<file path="src/rtl/vga_rect_loader.sv">
// Host-side batch scheduler: buffers rectangle writes in a FIFO and replays each committed batch during vblank.
// Optional commit statistics counter (ld__commits) is enabled by defining VGA_LOADER_STATS_EN.
module vga_rect_loader #(
  parameter int RECTBITS  = 6,
  parameter int DEPTH     = 8,
  parameter int DEPTHBITS = 3
) (
  input  logic                clk,
  input  logic                rst_b,
  input  logic                hw__valid,
  output logic                hw__ready,
  input  logic [RECTBITS:0]   hw__addr,
  input  logic [31:0]         hw__data,
  input  logic                hw__commit,
  output logic                hw__commit_ready,
  input  logic                vg__vblank,
  output logic [RECTBITS:0]   vg__addr,
  output logic [31:0]         st__data,
  output logic                vg__rect_write,
  output logic                ld__busy
`ifdef VGA_LOADER_STATS_EN
  ,
  output logic [15:0]         ld__commits
`endif
);

  typedef enum logic [1:0] {S_IDLE, S_PENDING, S_DRAIN} state_t;

  localparam logic [DEPTHBITS:0] C_FULL = (DEPTHBITS+1)'(DEPTH);
  localparam logic [DEPTHBITS:0] C_ONE  = (DEPTHBITS+1)'(1);

  state_t                    r_state;
  state_t                    w_state_next;
  logic [RECTBITS+32:0]      r_mem [DEPTH];
  logic [DEPTHBITS-1:0]      r_wr_ptr;
  logic [DEPTHBITS-1:0]      r_rd_ptr;
  logic [DEPTHBITS:0]        r_count;
  logic [DEPTHBITS:0]        r_batch_left;
  logic [RECTBITS:0]         r_addr;
  logic [31:0]               r_data;
  logic                      r_rect_write;

  logic                      w_push;
  logic                      w_pop;
  logic                      w_commit_take;
  logic [DEPTHBITS:0]        w_commit_cnt;

  assign hw__ready        = (r_count != C_FULL);
  assign w_push           = hw__valid && hw__ready;
  assign w_commit_cnt     = r_count + {{DEPTHBITS{1'b0}}, w_push};
  assign hw__commit_ready = (r_state == S_IDLE);
  assign ld__busy         = (r_state != S_IDLE);
  assign vg__addr         = r_addr;
  assign st__data         = r_data;
  assign vg__rect_write   = r_rect_write;

  // A vblank cycle in PENDING already pops, so every blanking cycle carries one write.
  always_comb begin
    w_state_next  = r_state;
    w_pop         = 1'b0;
    w_commit_take = 1'b0;
    case (r_state)
      S_IDLE: begin
        if (hw__commit && (w_commit_cnt != '0)) begin
          w_commit_take = 1'b1;
          w_state_next  = S_PENDING;
        end
      end
      S_PENDING, S_DRAIN: begin
        if (vg__vblank) begin
          w_pop        = 1'b1;
          w_state_next = (r_batch_left == C_ONE) ? S_IDLE : S_DRAIN;
        end
      end
      default: w_state_next = S_IDLE;
    endcase
  end

  always_ff @(posedge clk or negedge rst_b) begin
    if (!rst_b) begin
      r_state      <= S_IDLE;
      r_wr_ptr     <= '0;
      r_rd_ptr     <= '0;
      r_count      <= '0;
      r_batch_left <= '0;
      r_addr       <= '0;
      r_data       <= '0;
      r_rect_write <= 1'b0;
    end else begin
      r_state      <= w_state_next;
      r_rect_write <= w_pop;
      if (w_push) r_wr_ptr <= r_wr_ptr + 1'b1;
      if (w_pop) begin
        r_rd_ptr           <= r_rd_ptr + 1'b1;
        {r_addr, r_data}   <= r_mem[r_rd_ptr];
      end
      case ({w_push, w_pop})
        2'b10:   r_count <= r_count + C_ONE;
        2'b01:   r_count <= r_count - C_ONE;
        default: r_count <= r_count;
      endcase
      // Entries pushed after the commit are not part of this batch count.
      if (w_commit_take)  r_batch_left <= w_commit_cnt;
      else if (w_pop)     r_batch_left <= r_batch_left - C_ONE;
    end
  end

  // Storage carries no reset so it can map onto plain RAM.
  always_ff @(posedge clk) begin
    if (w_push) r_mem[r_wr_ptr] <= {hw__addr, hw__data};
  end

`ifdef VGA_LOADER_STATS_EN
  logic [15:0] r_commits;
  assign ld__commits = r_commits;

  always_ff @(posedge clk or negedge rst_b) begin
    if (!rst_b)                                  r_commits <= '0;
    else if (w_pop && (r_batch_left == C_ONE))   r_commits <= r_commits + 16'd1;
  end
`endif

endmodule

</file>
<file path="config.mk">
export PLATFORM = sky130hd
export DESIGN_NAME = vga_rect_loader
export DESIGN_NICKNAME = d
export VERILOG_FILES = /design/src/rtl/vga_rect_loader.sv
export SDC_FILE = /design/constraint.sdc
export NUM_CORES = 1
export LEC_CHECK = 0
export CORE_MARGIN = 1
export CORE_UTILIZATION = 55
export CTS_CLUSTER_SIZE = 14
export DETAILED_ROUTE_END_ITERATION = 10
export PLACE_DENSITY = 0.75
export SLEW_MARGIN = 5
export SYNTH_ARGS = -nofsm -noshare
export SYNTH_HDL_FRONTEND = slang
export SYNTH_SLANG_ARGS = --single-unit
</file>
<file path="constraint.sdc">
create_clock -name clk -period 11.25 [get_ports clk]
set_input_delay 1.6875 -clock clk [delete_from_list [all_inputs] [get_ports clk]]
set_output_delay 1.6875 -clock clk [all_outputs]
set_load 0.02 [all_outputs]
</file>
==> flow_summary_export.csv <==
group,metric,value,unit
worst_setup_path,cp.arrival,4.67,ns
min_path,min_to,"st__data[7]$_DFFE_PN0P_",
logic_synthesis,yosysSeqAreaShare,76.2,%
finish,drive_above_1_share,19.5,%
drt,drt_wl_total,26200,um
clocking,clk_pin_slew,0.06,ns
die,die_w,162,um
place,dpl.cell_count,1088,
sta,skew,0.0223,ns
drt,wl_per_cell,22.7,um
drt,met2_wirelength,13100,um
sta,period_minus_slack,4.31,ns
global_routing,grt_pass1_wl,40700,um
drt,met3_length,1330,um
min_path,hold_class,"reg2reg",
worst_setup_path,worst-setup-path-type,"in2reg",
logic_synthesis,yosysUniqueCellTypes,38,
sta,worst_slew_pin_slew,1.20,ns
clocking,cts_inserted_buffers,36,
worst_setup_path,crit_family,"compound AO/OA/AOI/OAI gates",
finish,area_growth,16.7,%
drt,dr.pass1.iters,5,
worst_setup_path,cp_max_fo,88,
worst_setup_path,crit_path_cell_trace,"clkdlybuf4s50_1, and2_4, ha_1, ha_1, a21oi_1, o21ai_0, o311ai_0",
finish,layout_common_cells,"edfxtp_1 (312), clkdlybuf4s50_1 (85), mux4_2 (78)",
place,dp_hpwl,14300,um
finish,final_common_cell,"edfxtp_1",
logic_synthesis,netlist_top_cells_area,"edfxtp_1 (66%), mux4_2 (12%), dfrtp_1 (9.9%)",
clocking,cts_sinks,368,
worst_setup_path,r2r-end,"r_count[3]$_DFFE_PN0P_",
min_path,holdPathStages,2,
die,die_y,162,um
sta,finalMaxSlewViolations,0,
clocking,tritoncts,"done",
die,core_region_area,0.0252,mm2
place,portBuffers,86,
worst_setup_path,cpMaxStageDelayCell,"and2_4",
power,powerDensity,268,mW/mm2
sta,final-hold-violation-count,0,
clocking,cts_buffer_depth,3,
outcome,outcome,"finished clean",
finish,fin_cells,1152,
sta,setup_viol,0,
power,vdd_drop_max,0.000236,V
logic_synthesis,ys_seq_elements,368,
finish,diodes,0,
drt,highest_layer,"met4",
die,num_rows,58,
finish,final_nets,852,
logic_synthesis,postSynthCellCount,694,
min_path,worstHoldStart,"st__data[7]$_DFFE_PN0P_",
clocking,post_cts_resized,0,
power,total_power,4.41,mW
die,start_util,56.1,%
logic_synthesis,ys_warn_count,0,
global_routing,antenna_found_initial,0,
worst_setup_path,crit_required,11.60,ns
global_routing,grt_usage,20.7,%
logic_synthesis,syn_avg_cell_area,20.4,um2
drt,vias_per_cell,5.87,
logic_synthesis,synth_top_area_share,66.3,%
sta,setup_tns,0,ns
logic_synthesis,synth_fp_nets,750,
drt,vias,6764,
drt,wl_met1,11300,um
sta,rsz0062_at_grt,"false",
clocking,clock-root-buffer,"clkbuf_16",
sta,timing.hold.ws,0.531,ns
sta,relSlewSlack,20.1,%
clocking,hold_buffers,0,
die,die-area,0.0263,mm2
place,gp_congestion,0.836,
run,cap_violations,0,
clocking,post_cts_buffers,0,
worst_setup_path,r2r_cells,8,
sta,post-route-period-util,38.3,%
sta,max_freq,0.232,GHz
global_routing,grt_pass1_vias,7154,
power,leakage,5.55,nW
global_routing,gr-total-overflow,0,
logic_synthesis,synth_largest_area_cell,"edfxtp_1",
worst_setup_path,slowest_delay,0.79,ns
worst_setup_path,path_buf_inv,1,
drt,drt_iter0_drc,511,
clocking,h-tree-depth,2,
global_routing,grt_max_degree,89,
drt,drc_errors,0,
clocking,insertion_delay,0.51,ns
worst_setup_path,start_kind,"input port",
worst_setup_path,r2r_setup_slack,7.83,ns
worst_setup_path,rr_startpoint,"r_state[1]$_DFFE_PN0P_",
die,pin_count,87,
logic_synthesis,syn_area,0.0141,mm2
worst_setup_path,worst_setup_path_end_kind,"flop",
drt,antenna_left,0,
worst_setup_path,cpMostUsedCell,"ha_1",
==> layer usage <==
layer	global-route usage, %	vias up
li1	-	2965
met3	3.58	32
met2	33.4	222
met5	0	-
met4	5.96	0
met1	29.4	3545
==> cells by family (layout without fill, tap and decap cells) <==
group / after synthesis / count (layout) / share of synthesized area [%]
flip-flops: 368 / 368 / 76.2
AND/OR/NAND/NOR: 84 / 84 / 2.67
multiplexers: 123 / 123 / 15.6
adder cells (fa/ha/maj): 12 / 12 / 1.12
XOR/XNOR: 12 / 12 / 0.744
buffers and inverters: 45 / 173 / 1.67
AO/OA/AOI/OAI: 50 / 50 / 1.90
==> cells in the mapped netlist, drive strengths merged <==
cell type / instances
nand4: 1
nor3: 7
xnor2: 7
a21oi: 43
nand3: 2
fa: 1
xor2: 5
a221oi: 1
mux2: 3
nor4: 2
buf: 19
dfrtp: 56
o311ai: 1
edfxtp: 312
inv: 11
nand2b: 5
and2: 2
mux2i: 42
o21ai: 3
ha: 11
nor2b: 1
nand4b: 1
o2111ai: 1
nand2: 14
or3: 1
o2bb2ai: 1
mux4: 78
or4b: 1
clkbuf: 15
nor2: 46
nor3b: 1
==> stage by stage <==
step | utilization (%) | setup slack, ns | instance area, um2
final | 65.5 | 6.94 | 16500
after global routing | 65.5 | 6.78 | 16500
after CTS | 65.5 | 7.00 | 16500
after detailed placement | 61.0 | 6.52 | 15400
after global placement | 61.0 | 6.85 | 15400
after floorplan | - | 5.20 | 14100
==> flip-flops by register name, indices dropped and copies added (netlist names) <==
register	count
r_mem	312
st__data	32
vg__addr	7
r_batch_left	4
r_count	4
r_rd_ptr	3
r_wr_ptr	3
r_state	2
vg__rect_write	1
==> worst max path at each step <==
stage | startpoint | to | slack, ns | cells after the start
floorplan | hw__valid | r_mem[0][0]$_DFFE_PP_ | 5.20 | 2
global placement | vg__vblank | r_count[3]$_DFFE_PN0P_ | 6.85 | 7
detailed placement | vg__vblank | r_count[3]$_DFFE_PN0P_ | 6.52 | 7
CTS | vg__vblank | r_count[3]$_DFFE_PN0P_ | 7.00 | 7
global route | vg__vblank | r_count[3]$_DFFE_PN0P_ | 6.78 | 7
finish | vg__vblank | r_count[3]$_DFFE_PN0P_ | 6.94 | 7
==> power breakdown <==
part | internal [mW] | leakage [nW] | switching (mW) | total [mW]
logic | 0.636 | 1.54 | 0.651 | 1.29
clock network | 0.665 | 0.548 | 0.475 | 1.14
registers | 1.76 | 3.46 | 0.220 | 1.98
==> tightest hold or removal path: stages, from the launching register on <==
cell     delay, ns
dfrtp_1       0.34
nor2_1        0.05
a21oi_1       0.10
==> cell type report <==
type / count / area, um2
Inverter: 11 / 41.3
Clock inverter: 18 / 151
Multi-Input combinational cell: 281 / 3170
Clock buffer: 46 / 980
Tap cell: 330 / 413
Fill cell: 1620 / 8700
Timing Repair Buffer: 98 / 948
Sequential cell: 368 / 10800
(Power assumes the default switching activity.)
